$ cat src/rtl/sysid_check_pkg.sv
// rtl/sysid_check_pkg.sv - shared types and constants for the system-ID check master
package sysid_check_pkg;

    typedef enum logic [2:0] {
        ST_IDLE    = 3'd0,
        ST_ID_REQ  = 3'd1,
        ST_ID_WAIT = 3'd2,
        ST_TS_REQ  = 3'd3,
        ST_TS_WAIT = 3'd4,
        ST_FINISH  = 3'd5
    } state_e;

    localparam int ID_OFS  = 0;
    localparam int TS_OFS  = 1;
    localparam int TMR_W   = 8;
    localparam int RETRY_W = 3;

endpackage

$ cat src/rtl/sysid_check_timer.sv
// rtl/sysid_check_timer.sv - load-on-clear read timeout down-counter
module sysid_check_timer
    import sysid_check_pkg::*;
#(
    parameter int TIMEOUT_CYC = 255
) (
    input  logic clock,
    input  logic reset_n,
    input  logic load,
    input  logic run,
    output logic expired
);

    localparam logic [TMR_W-1:0] LOAD_VAL = TMR_W'(TIMEOUT_CYC);

    logic [TMR_W-1:0] cnt_q, cnt_d;

    // Reload on entry to a request state, otherwise count down while a read is in flight
    always_comb begin
        cnt_d = cnt_q;
        if (load) begin
            cnt_d = LOAD_VAL;
        end else if (run && (cnt_q != '0)) begin
            cnt_d = cnt_q - 1'b1;
        end
    end

    // Counter register
    always_ff @(posedge clock or negedge reset_n) begin
        if (!reset_n) begin
            cnt_q <= '0;
        end else begin
            cnt_q <= cnt_d;
        end
    end

    // The cycle holding count 1 is the TIMEOUT_CYC-th active cycle since the reload
    assign expired = run && (cnt_q <= TMR_W'(1));

endmodule

$ cat src/rtl/sysid_check_master.sv
// rtl/sysid_check_master.sv - Avalon-MM read master that checks system ID and build timestamp
module sysid_check_master
    import sysid_check_pkg::*;
#(
    parameter int          ADDR_W      = 1,
    parameter logic [31:0] EXPECTED_ID = 32'd0,
    parameter logic [31:0] EXPECTED_TS = 32'd1339298534,
    parameter int          TIMEOUT_CYC = 255,
    parameter int          MAX_RETRY   = 2
) (
    input  logic              clock,
    input  logic              reset_n,
    input  logic              start,
    output logic [ADDR_W-1:0] avm_address,
    output logic              avm_read,
    input  logic              avm_waitrequest,
    input  logic [31:0]       avm_readdata,
    input  logic              avm_readdatavalid,
    output logic              busy,
    output logic              done,
    output logic              pass,
    output logic              timeout_err,
    output logic [31:0]       id_value,
    output logic [31:0]       ts_value
);

    localparam logic [RETRY_W-1:0] MAX_RETRY_L = RETRY_W'(MAX_RETRY);

    state_e               state_q, state_d;
    logic [RETRY_W-1:0]   retry_q, retry_d;
    logic                 pass_q, pass_d;
    logic                 terr_q, terr_d;
    logic [31:0]          id_q, id_d;
    logic [31:0]          ts_q, ts_d;

    logic                 in_req, in_wait, tmr_run, tmr_load, tmr_expired;
    logic                 data_hit, timed_out, can_retry;

    assign in_req    = (state_q == ST_ID_REQ) || (state_q == ST_TS_REQ);
    assign in_wait   = (state_q == ST_ID_WAIT) || (state_q == ST_TS_WAIT);
    assign tmr_run   = in_req || in_wait;
    // Data only counts once the request has been accepted; stale beats elsewhere are dropped
    assign data_hit  = avm_readdatavalid && (in_wait || (in_req && !avm_waitrequest));
    assign timed_out = tmr_expired && !data_hit;
    assign can_retry = retry_q < MAX_RETRY_L;

    sysid_check_timer #(
        .TIMEOUT_CYC (TIMEOUT_CYC)
    ) u_timer (
        .clock   (clock),
        .reset_n (reset_n),
        .load    (tmr_load),
        .run     (tmr_run),
        .expired (tmr_expired)
    );

    // State register
    always_ff @(posedge clock or negedge reset_n) begin
        if (!reset_n) begin
            state_q <= ST_IDLE;
        end else begin
            state_q <= state_d;
        end
    end

    // Next-state logic; a timeout overrides normal progress and restarts at the ID word
    always_comb begin
        state_d = state_q;
        case (state_q)
            ST_IDLE:    if (start) state_d = ST_ID_REQ;
            ST_ID_REQ:  if (data_hit) state_d = ST_TS_REQ;
                        else if (!avm_waitrequest) state_d = ST_ID_WAIT;
            ST_ID_WAIT: if (data_hit) state_d = ST_TS_REQ;
            ST_TS_REQ:  if (data_hit) state_d = ST_FINISH;
                        else if (!avm_waitrequest) state_d = ST_TS_WAIT;
            ST_TS_WAIT: if (data_hit) state_d = ST_FINISH;
            ST_FINISH:  state_d = ST_IDLE;
            default:    state_d = ST_IDLE;
        endcase
        if (timed_out) begin
            state_d = can_retry ? ST_ID_REQ : ST_FINISH;
        end
        tmr_load = ((state_d == ST_ID_REQ) || (state_d == ST_TS_REQ)) &&
                   ((state_d != state_q) || timed_out);
    end

    // Moore outputs decoded from the current state
    always_comb begin
        busy        = (state_q != ST_IDLE);
        done        = (state_q == ST_FINISH);
        avm_read    = in_req;
        avm_address = (state_q == ST_TS_REQ) ? ADDR_W'(TS_OFS) : ADDR_W'(ID_OFS);
    end

    // Capture, retry bookkeeping and result flags
    always_comb begin
        retry_d = retry_q;
        pass_d  = pass_q;
        terr_d  = terr_q;
        id_d    = id_q;
        ts_d    = ts_q;
        if ((state_q == ST_IDLE) && start) begin
            retry_d = '0;
            pass_d  = 1'b0;
            terr_d  = 1'b0;
        end
        if (data_hit) begin
            if ((state_q == ST_ID_REQ) || (state_q == ST_ID_WAIT)) begin
                id_d = avm_readdata;
            end else begin
                ts_d = avm_readdata;
            end
        end
        if (timed_out) begin
            if (can_retry) begin
                retry_d = retry_q + 1'b1;
            end else begin
                terr_d = 1'b1;
                pass_d = 1'b0;
            end
        end
        // A timed-out sequence keeps pass low rather than comparing stale words
        if ((state_q == ST_FINISH) && !terr_q) begin
            pass_d = (id_q == EXPECTED_ID) && (ts_q == EXPECTED_TS);
        end
    end

    // Datapath registers
    always_ff @(posedge clock or negedge reset_n) begin
        if (!reset_n) begin
            retry_q <= '0;
            pass_q  <= 1'b0;
            terr_q  <= 1'b0;
            id_q    <= '0;
            ts_q    <= '0;
        end else begin
            retry_q <= retry_d;
            pass_q  <= pass_d;
            terr_q  <= terr_d;
            id_q    <= id_d;
            ts_q    <= ts_d;
        end
    end

    assign pass        = pass_q;
    assign timeout_err = terr_q;
    assign id_value    = id_q;
    assign ts_value    = ts_q;

endmodule
$ cat config.mk
export PLATFORM = sky130hd
export DESIGN_NAME = sysid_check_master
export DESIGN_NICKNAME = d
export VERILOG_FILES = /design/src/rtl/sysid_check_pkg.sv /design/src/rtl/sysid_check_timer.sv /design/src/rtl/sysid_check_master.sv
export SDC_FILE = /design/constraint.sdc
export NUM_CORES = 1
export LEC_CHECK = 0
export CORE_MARGIN = 2
export CORE_UTILIZATION = 40
export DETAILED_ROUTE_END_ITERATION = 7
export PLACE_DENSITY = 0.78
export SYNTH_ARGS = -nofsm -noshare
export SYNTH_HDL_FRONTEND = slang
export SYNTH_SLANG_ARGS = --single-unit
$ cat constraint.sdc
create_clock -name clock -period 3.6 [get_ports clock]
set_input_delay 0.54 -clock clock [delete_from_list [all_inputs] [get_ports clock]]
set_output_delay 0.54 -clock clock [all_outputs]
set_load 0.02 [all_outputs]
==> flow_metrics.env, run 1 <==
export IMPL_grt_max_degree=81
export IMPL_drt_vias_per_instance=5.33
export IMPL_path_class="register to output port"
export IMPL_wl_mm=8.59
export IMPL_dieArea_um2=9770
export IMPL_grt_pass1_wl_mm=13.8
export IMPL_cp_max_fo=18
export IMPL_power_switching_mw=1.93
export IMPL_start_util_pct=41.3
export IMPL_pre_cts_slack_ns=0.993
export IMPL_setup_slack_ns=0.908
export IMPL_synth_net_count=304
export IMPL_synthFlopType="dfrtp_1"
export IMPL_core_area_um2=8720
export IMPL_antenna_found_initial=0
export IMPL_clk_root_buffer_cell="clkbuf_8"
export IMPL_path_delay_family="buffers and inverters"
export IMPL_post_synth_top_count_cell="dfrtp_1"
export IMPL_io_buffers=106
export IMPL_yosys_top_cells_count="dfrtp_1 (80), mux2_2 (60), nor2_1 (11)"
export IMPL_drc_errors=0
export IMPL_cts_num_sinks=80
export IMPL_worst_path_stages=3
export IMPL_startpoint_type="register"
export IMPL_yosys_area_top_type="dfrtp_1"
export IMPL_n_fill_cell=707
export IMPL_critPathRequiredTime_ns=3.06
export IMPL_insertion_delay_ns=0.35
export IMPL_syn_avg_cell_area_um2=13.6
export IMPL_slew_headroom_pct=33.0
export IMPL_postLayoutCoreUtil_pct=56.2
export IMPL_ys_types=48
export IMPL_area_delta_synth_final_pct=36.1
export IMPL_nets=413
export IMPL_drv_slew=0
export IMPL_yosys_warnings=0
export IMPL_drv_cap=0
export IMPL_p_sw_share_pct=40.0
export IMPL_rr_worst_depth=5
export IMPL_grt_overflow_total=0
export IMPL_synth_edff_count=0
export IMPL_track_usage_pct=18.0
export IMPL_combPwrFrac_pct=52.6
export IMPL_routabilityCongestion=0.791
export IMPL_fin_skew_ns=0.00681
export IMPL_hold_ws_ns=0.350
export IMPL_fmax_ghz=0.371
export IMPL_ioPinCount=107
export IMPL_ys_seq_area_share_pct=55.6
export IMPL_wire_per_inst_um=17.7
export IMPL_dp_hpwl_mm=6.07
export IMPL_fin_crit_ns=2.69
export IMPL_power_leakage_nw=1.96
export IMPL_antenna_cells=0
export IMPL_setup_viol_count_final=0
export IMPL_setup_tns_ns=0
export IMPL_numCtsBuffers=9
export IMPL_synth_top_area_share_pct=55.6
export IMPL_slowest_stage="dfrtp_1"
export IMPL_seqPwrFrac_pct=35.6
export IMPL_num_vias=2584
export IMPL_drive_gt1_share_pct=23.3
export IMPL_ant_nets=0
export IMPL_multi_input_area_um2=1510
export IMPL_fin_crit_sh_pct=74.8
export IMPL_htree_num_levels=3
export IMPL_critPathMaxStageDelay_ns=0.60
export IMPL_cp_cell_sequence="nor3_1, inv_1, clkdlybuf4s50_1"
export IMPL_cts_resized=0
export IMPL_final_hold_viol_count=0
export IMPL_p_per_area_nw_per_um2=986
export IMPL_reg2reg_to="id_value[17]"
export IMPL_ir_drop_mv=0.570
export IMPL_cts_tree="done"
export IMPL_netlist_top_cells_area="dfrtp_1 (56%), mux2_2 (19%), xnor2_1 (1.7%)"
export IMPL_dr_pass1_iters=4
export IMPL_synth_seq_cells=80
export IMPL_r2r_slack_ns=1.29
export IMPL_dieWidth_um=98.9
export IMPL_arrival_ns=2.15
export IMPL_p_int_mw=2.90
export IMPL_row_count=34
export IMPL_die_h_um=98.9
export IMPL_clk_pin_slew_worst_paths_ns=0.08
export IMPL_syn_area_um2=3600
export IMPL_grt_pass1_vias=2694
export IMPL_hold_buffers=0
export IMPL_r2r_start="state_q[2]"
export IMPL_crit_buf_inv=2
export IMPL_cts_path_max_buffers=2
export IMPL_netlist_instances=264
export IMPL_clkPwrFrac_pct=11.9
export IMPL_grt_setup_unrepaired="no"
export IMPL_status="completed"
export IMPL_dpl_cell_count=470
export IMPL_seq_area_um2=2000
export IMPL_post_cts_setup_buffers=0
export IMPL_end_kind="output port"
export IMPL_instances_no_fill=485
export IMPL_worst_pin_slew_ns=1.00
export IMPL_synthArstFlopShare_pct=100
export IMPL_drt_initial_drc_count=101
export IMPL_hold_path_class="primary input to asynchronous set/reset pin"
-- sequential cells by signal, indices dropped and copies added, names as in the netlist --
signal,count
state_q,3
ts_value,32
id_value,32
pass,1
u_timer.cnt_q,8
retry_q,3
timeout_err,1
-- cell families (layout without fill, tap and decap cells) --
group	Yosys count	count (layout)	share of synthesized area, %
compound gates	29	29	6.22
mux	66	66	20.9
flops	80	80	55.6
fa+ha+maj	3	3	1.04
simple gates	63	63	11.6
xor+xnor	8	8	1.95
buf+inv	15	128	2.61
-- routing by layer --
layer  global-route usage, %  routed length, um
met5                       0                  0
met4                    6.64                117
met3                    5.82                650
met2                    28.5               4140
met1                    23.2               3690
-- layout make-up --
class / instances / area share (%)
well taps: 108 / 2.76
inverters: 5 / 0.383
repair buffers: 108 / 21.9
clock inverters: 5 / 0.689
clock buffers: 10 / 2.60
flip-flops and latches: 80 / 40.9
multi-input cells: 169 / 30.8
-- metrics by stage --
stage                     total power, mW  instance area [um2]
after detailed placement             4.28                 4740
after global placement               4.22                 4740
final                                4.83                 4900
after CTS                            4.87                 4900
after floorplan                      3.18                 3600
after global routing                 5.10                 4900
-- power by group through the flow --
stage	combinational [mW]	sequential (mW)	clock [mW]
after floorplan	1.12	2.06	0
after global placement	2.51	1.71	0
after CTS	2.56	1.72	0.587
after global routing	2.69	1.78	0.627
after detailed placement	2.56	1.73	0
final	2.54	1.72	0.574
-- how the worst max path moves through the flow --
stage | from | to
finish | state_q[2] | busy
global route | state_q[2] | busy
CTS | state_q[2] | busy
detailed placement | avm_waitrequest | id_value[17]
global placement | avm_waitrequest | id_value[15]
floorplan | state_q[2] | u_timer.cnt_q[1]
-- cells in the final DEF (no fill, tap or decap), drive strengths merged, types with 3 or more instances in the layout --
| cell type | n |
|---|---|
| nor2b | 3 |
| mux2 | 64 |
| o21ai | 9 |
| ha | 3 |
| nor4 | 10 |
| inv | 6 |
| nor2 | 12 |
| buf | 3 |
| nand4 | 7 |
| nor3 | 8 |
| xnor2 | 7 |
| nand2 | 6 |
| dfrtp | 80 |
| nor4b | 4 |
| clkdlybuf4s50 | 105 |
| clkbuf | 10 |
(Power assumes the default switching activity.)
==> inputs of run 2 (changes only) <==
==> constraint.sdc (replaced) <==
create_clock -name clock -period 2.6 [get_ports clock]
set_input_delay 0.39 -clock clock [delete_from_list [all_inputs] [get_ports clock]]
set_output_delay 0.39 -clock clock [all_outputs]
set_load 0.02 [all_outputs]
==> run 2 against run 1 <==
Die area is the same. Via count grew 0.97%. Worst setup slack lost 0.83 ns. Utilization grew 1.2 points. Sequential cell count is the same. Sequential power grew 38%. Hold slack gained 0.051 ns. Largest power group unchanged. Highest routed layer unchanged.
==> flow_metrics.env, run 2 (same netlist as run 1, synthesis figures left out) <==
export IMPL_status="completed"
export IMPL_arrival_ns=2.13
export IMPL_drc_errors=0
export IMPL_cts_tree="done"
export IMPL_setup_tns_ns=0
export IMPL_cp_startpoint="state_q[2]"
export IMPL_dieWidth_um=98.9
export IMPL_power_total_mw=6.92
export IMPL_track_usage_pct=17.8
export IMPL_path_class="register to output port"
export IMPL_grt_overflow_total=0
export IMPL_io_buffers=106
export IMPL_setup_slack_ns=0.0753
export IMPL_p_per_area_nw_per_um2=1380
export IMPL_power_leakage_nw=2.01
export IMPL_wire_per_inst_um=17.6
export IMPL_drive_gt1_share_pct=23.9
export IMPL_fin_skew_ns=0.0106
export IMPL_htree_num_levels=3
export IMPL_cts_path_max_buffers=2
export IMPL_hold_path_class="primary input to asynchronous set/reset pin"
export IMPL_grt_pass1_vias=2678
export IMPL_r2r_start="state_q[2]"
export IMPL_cts_num_sinks=80
export IMPL_fin_crit_sh_pct=97.1
export IMPL_critPathRequiredTime_ns=2.21
export IMPL_ioPinCount=107
export IMPL_post_cts_setup_buffers=0
export IMPL_grt_util_met1_pct=22.9
export IMPL_slew_headroom_pct=54.2
export IMPL_drt_initial_drc_count=112
export IMPL_final_common_cell="clkdlybuf4s50_1"
export IMPL_dpl_cell_count=471
export IMPL_ant_nets=0
export IMPL_routabilityCongestion=0.775
export IMPL_antenna_cells=0
export IMPL_end_kind="output port"
export IMPL_worst_path_stages=3
export IMPL_insertion_delay_ns=0.35
export IMPL_clk_pin_slew_worst_paths_ns=0.09
export IMPL_start_util_pct=41.3
export IMPL_instances_no_fill=488
export IMPL_grt_busiest_layer="met2"
export IMPL_startpoint_type="register"
export IMPL_layout_common_cells="clkdlybuf4s50_1 (105), dfrtp_1 (80), mux2_2 (60)"
export IMPL_grt_max_degree=70
export IMPL_die_h_um=98.9
export IMPL_grt_pass1_wl_mm=13.6
export IMPL_core_area_um2=8720
export IMPL_cp_cell_sequence="nor3_1, inv_1, clkdlybuf4s50_1"
export IMPL_placed_area_um2=4780
export IMPL_drt_vias_per_instance=5.35
export IMPL_n_fill_cell=713
export IMPL_row_count=34
export IMPL_final_hold_viol_count=0
export IMPL_ir_drop_mv=0.772
export IMPL_grt_setup_unrepaired="no"
export IMPL_critPathMaxStageDelay_ns=0.59
export IMPL_slowest_stage="dfrtp_1"
export IMPL_numCtsBuffers=9
export IMPL_clk_root_buffer_cell="clkbuf_8"
export IMPL_wl_mm=8.60
export IMPL_rr_worst_depth=5
export IMPL_dr_pass1_iters=4
export IMPL_cp_max_fo=18
export IMPL_drv_cap=0
export IMPL_num_vias=2609
export IMPL_worst_pin_slew_ns=0.677
export IMPL_final_cell_area_um2=5010
export IMPL_grt_util_met3_pct=6.03
export IMPL_drv_slew=0
export IMPL_setup_viol_count_final=0
export IMPL_pre_cts_slack_ns=0.323
export IMPL_dieArea_um2=9770
export IMPL_crit_buf_inv=2
export IMPL_dp_hpwl_mm=6.11
export IMPL_antenna_found_initial=0
export IMPL_nets=415
export IMPL_fin_crit_ns=2.52
export IMPL_fmax_ghz=0.396
export IMPL_area_delta_synth_final_pct=39.1
export IMPL_met2_usage_pct=27.8
export IMPL_path_delay_family="buffers and inverters"
## run 2: changes by cell type in the layout (fill, tap and decap cells not counted), sizes merged
cell,delta
buf,+1
bufinv,+1
clkbuf,+1
clkinv,-1
dlygate4sd3,+1
## run 2: what timing repair did
item / 4_1_cts / 5_1_grt
endpoints found under the hold margin: 11 / 0
hold buffers: 1 / 0
resized for setup: 0 / 0
## run 2: metrics by stage
step | util, % | hold slack (ns)
6_report | 57.4 | 0.400
5_1_grt | 57.4 | 0.427
4_1_cts | 57.4 | 0.407
3_5_place_dp | 54.8 | 0.241
3_3_place_gp | 54.8 | 0.243
2_1_floorplan | - | 0.0944
## run 2: worst paths after layout
kind | to | slack (ns)
setup / recovery | busy | 0.08
hold / removal | ts_value[22] | 0.40
setup reg to reg | id_value[0] | 0.50
hold reg to reg | retry_q[0] | 0.49
max in group asynchronous | id_value[29] | 1.61
min in group clock | retry_q[0] | 0.49
## run 2: per-layer routing
metal / share of wire, % / up-vias
met5: 0 / -
met4: 2.1 / 0
met3: 8.2 / 15
met2: 48 / 84
met1: 42 / 1309
li1: - / 1201
## run 2: where the power goes
| part | internal [mW] | leakage (nW) | total, mW | switching, mW |
|---|---|---|---|---|
| logic | 1.89 | 0.964 | 3.58 | 1.69 |
| registers | 1.83 | 0.941 | 2.38 | 0.547 |
| clock network | 0.501 | 0.102 | 0.964 | 0.463 |
| total | 4.21 | 2.01 | 6.92 | 2.70 |
## run 2: final cells by class
| type | instances | area (um2) | area share [%] |
|---|---|---|---|
| clock buffers | 11 | 151 | 3.02 |
| clock inverters | 5 | 62.6 | 1.25 |
| inverters | 5 | 18.8 | 0.375 |
| multi-input cells | 169 | 1510 | 30.1 |
| flip-flops and latches | 80 | 2000 | 40.0 |
| well taps | 108 | 135 | 2.70 |
| repair buffers | 110 | 1130 | 22.5 |
==> edit, RTL diff (config.mk and constraints of run 1) <==
Set the package constant `RETRY_W` to 2 (it was 3).
--- a/src/rtl/sysid_check_pkg.sv
+++ b/src/rtl/sysid_check_pkg.sv
@@ -13,7 +13,7 @@
     localparam int ID_OFS  = 0;
     localparam int TS_OFS  = 1;
     localparam int TMR_W   = 8;
-    localparam int RETRY_W = 3;
+    localparam int RETRY_W = 2;
 
 endpackage
 
Check against the original RTL: same outputs for any inputs over 4 cycles, from zero or initial values and one cycle with reset_n low; that may be too few to reach the edited logic, so the function may still have changed.
==> edit against run 1 <==
  * Count of clock-buffer cells in the layout is the same
  * Routed wire length rose by 0.87%
  * Via count rose by 0.35%
  * Total power is 0.63% higher
  * Area after synthesis is 1.8% lower
  * Sequential cell count fell by 1
  * Setup slack better by 0.18 ns
  * Sequential share of layout area decreased by 0.38 points
  * First-iteration DRC count down 23%
  * Combinational power barely moved
  * Maximum frequency is 7.1% higher
  * Die area fell by 1.8%
  * Design area is 0.33% lower
  * Highest routed layer unchanged
==> edit: results (changes against run 1) <==
- Fin. Hold Viols: 0 (unchanged)
- M1 GR Usage: 24.47% (+1.2 points)
- Total GRT Usage: 18.54% (+0.54 points)
- Mean Syn Cell Area: 13.14 um2 (-3.7%)
- Largest net degree at the start of global routing: 80 (-1.2%)
- Sequential area share after synthesis: 55.95% (+0.34 points)
- Synth Flop Type: dfrtp_1
- Clock root cell: clkbuf_8
- Total CTS buffers: 9 (unchanged)
- Compound-Gate Fraction of Synth Area: 5.630% (-0.59 points)
- Detailed Route WL: 8666 um (+0.87%)
- Clk_lat worst skew: 0.34 ns
- First-pass GRT wire length: 14,100 um (+1.9%)
- Diode count: 0 (unchanged)
- Crit path DAT: 1.97 ns (-0.18 ns)
- YS warnings: 0 (unchanged)
- Maximum vdd ir drop: 0.0005815 V (+2.0%)
- Synth top cells by count: 79 x dfrtp_1, 61 x mux2_2, 10 x nor2_1, 10 x nor4_1, 8 x buf_2
- Worst path top cell family by delay: buffers and inverters
- Clock skew: 0.007504 ns (+0.0006959 ns)
- Post-CTS setup repair buffer count: 0 (unchanged)
- Met3 GRT Util: 8.089% (+2.3 points)
- Met2 usage: 27.66% (-0.82 points)
- Post-DP HPWL: 6179 um (+1.9%)
- Dpl ws: 1.083 ns (+0.08981 ns)
- Adder-Cell Fraction of Synth Area: 0.7082% (-0.33 points)
- Post-synth net total: 308 (+1.3%)
- Status: finished, final reports clean
- DR pass1 iterations: 4 (unchanged)
- PostCTS Resize Cnt: 0 (unchanged)
- Antenna violations before repair: 0 (unchanged)
- WL/cell: 17.65 um (-0.36%)
- Slowest CP cell: dfrtp_1
- 1st-iter DRT viols: 78 (-23%)
- Post-CTS Hold Fix Bufs: 0 (unchanged)
- CTS H-tree lvls: 3 (unchanged)
- Slowest stage delay, CP: 0.57 ns (-0.03 ns)
- Leakage power: 1.947 nW (-0.88%)
- Layout cells sized above 1: 22.98% (-0.37 points)
- Bufs on Longest Clock Path: 2 (unchanged)
- Multiplexer area fraction after synthesis: 22.31% (+1.4 points)
- Yosys cell types: 43 (-10%)
- Min-Delay Path Class: input port to async pin
- Xor-xnor portion of the synthesized cell area: 1.983% (+0.037 points)
- Clock transition at path regs: 0.08 ns (about the same)
- I/O Buffers: 106 (unchanged)
- Routed vias/inst: 5.281 (-0.88%)
- Max-Slew Margin vs Limit: 34.36% (+1.3 points)
- Vias in the first global route: 2,735 (+1.5%)
- Main area contributors after synthesis: dfrtp_1 56%, mux2_2 19%, nor4_1 1.8%
- Maximum fanout along the worst path: 15 (-3)
- Placed cell count: 477 (+1.5%)
- Gpl congestion: 0.8584 (+8.5%)
- Nets@finish: 419 (+1.5%)
- Asr flop ratio synth: 100.0% (unchanged)
-- edit: where the power goes --
part / leakage (nW) / internal [mW] / switching [mW]
Clock: 0.0920 / 0.312 / 0.311
Sequential: 0.927 / 1.31 / 0.393
Combinational: 0.928 / 1.34 / 1.20
-- edit: path summary, 6_finish.rpt --
path	from	end	slack (ns)	depth (start not counted)
min reg2reg	ts_value[6]	ts_value[6]	0.53	1
max in group asynchronous	reset_n	ts_value[24]	2.62	1
min in group clock	ts_value[6]	ts_value[6]	0.53	1
min	reset_n	id_value[5]	0.36	1
max reg2reg	id_value[21]	pass	1.43	5
max	state_q[2]	busy	1.09	3
-- edit: worst reg2reg max path, cell delays in order (launching register included) --
cell,delay [ns]
dfrtp_1,0.40
nor4_1,0.53
nand4_1,0.17
or4_1,0.58
nor3_1,0.23
mux2_2,0.20
-- edit: area by class of cell --
type,count,area [um2]
clock inverter,4,48.80
fill,729,3752
timing repair buffer,109,1081
multi-input combinational,176,1495
inverter,5,18.77
clock buffer,10,127.6
sequential,79,1977
tap,108,135.1
-- edit: logic make-up (layout without fill, tap and decap cells) --
logic type / after synthesis / after routing
compound gates: 29 / 29
xor+xnor: 8 / 8
mux: 70 / 70
flops: 79 / 79
buf+inv: 14 / 128
fa+ha+maj: 2 / 2
simple gates: 67 / 67
-- edit: per-layer routing --
| metal | part of all wire (%) | routed length [um] | up-vias |
|---|---|---|---|
| met5 | 0 | 0 | - |
| met4 | 1.2 | 106 | 0 |
| met3 | 8.7 | 754 | 9 |
| met2 | 46 | 3999 | 84 |
| met1 | 44 | 3807 | 1287 |
| li1 | - | - | 1213 |
-- edit: per-stage QoR --
stage	instance area, um2	hold WS, ns	util [%]
floorplan	3533	0.2444	-
global placement	4707	0.4941	54.51
global route	4883	0.4293	56.55
detailed placement	4707	0.5171	54.51
finish	4883	0.3600	56.55
CTS	4883	0.3837	56.55
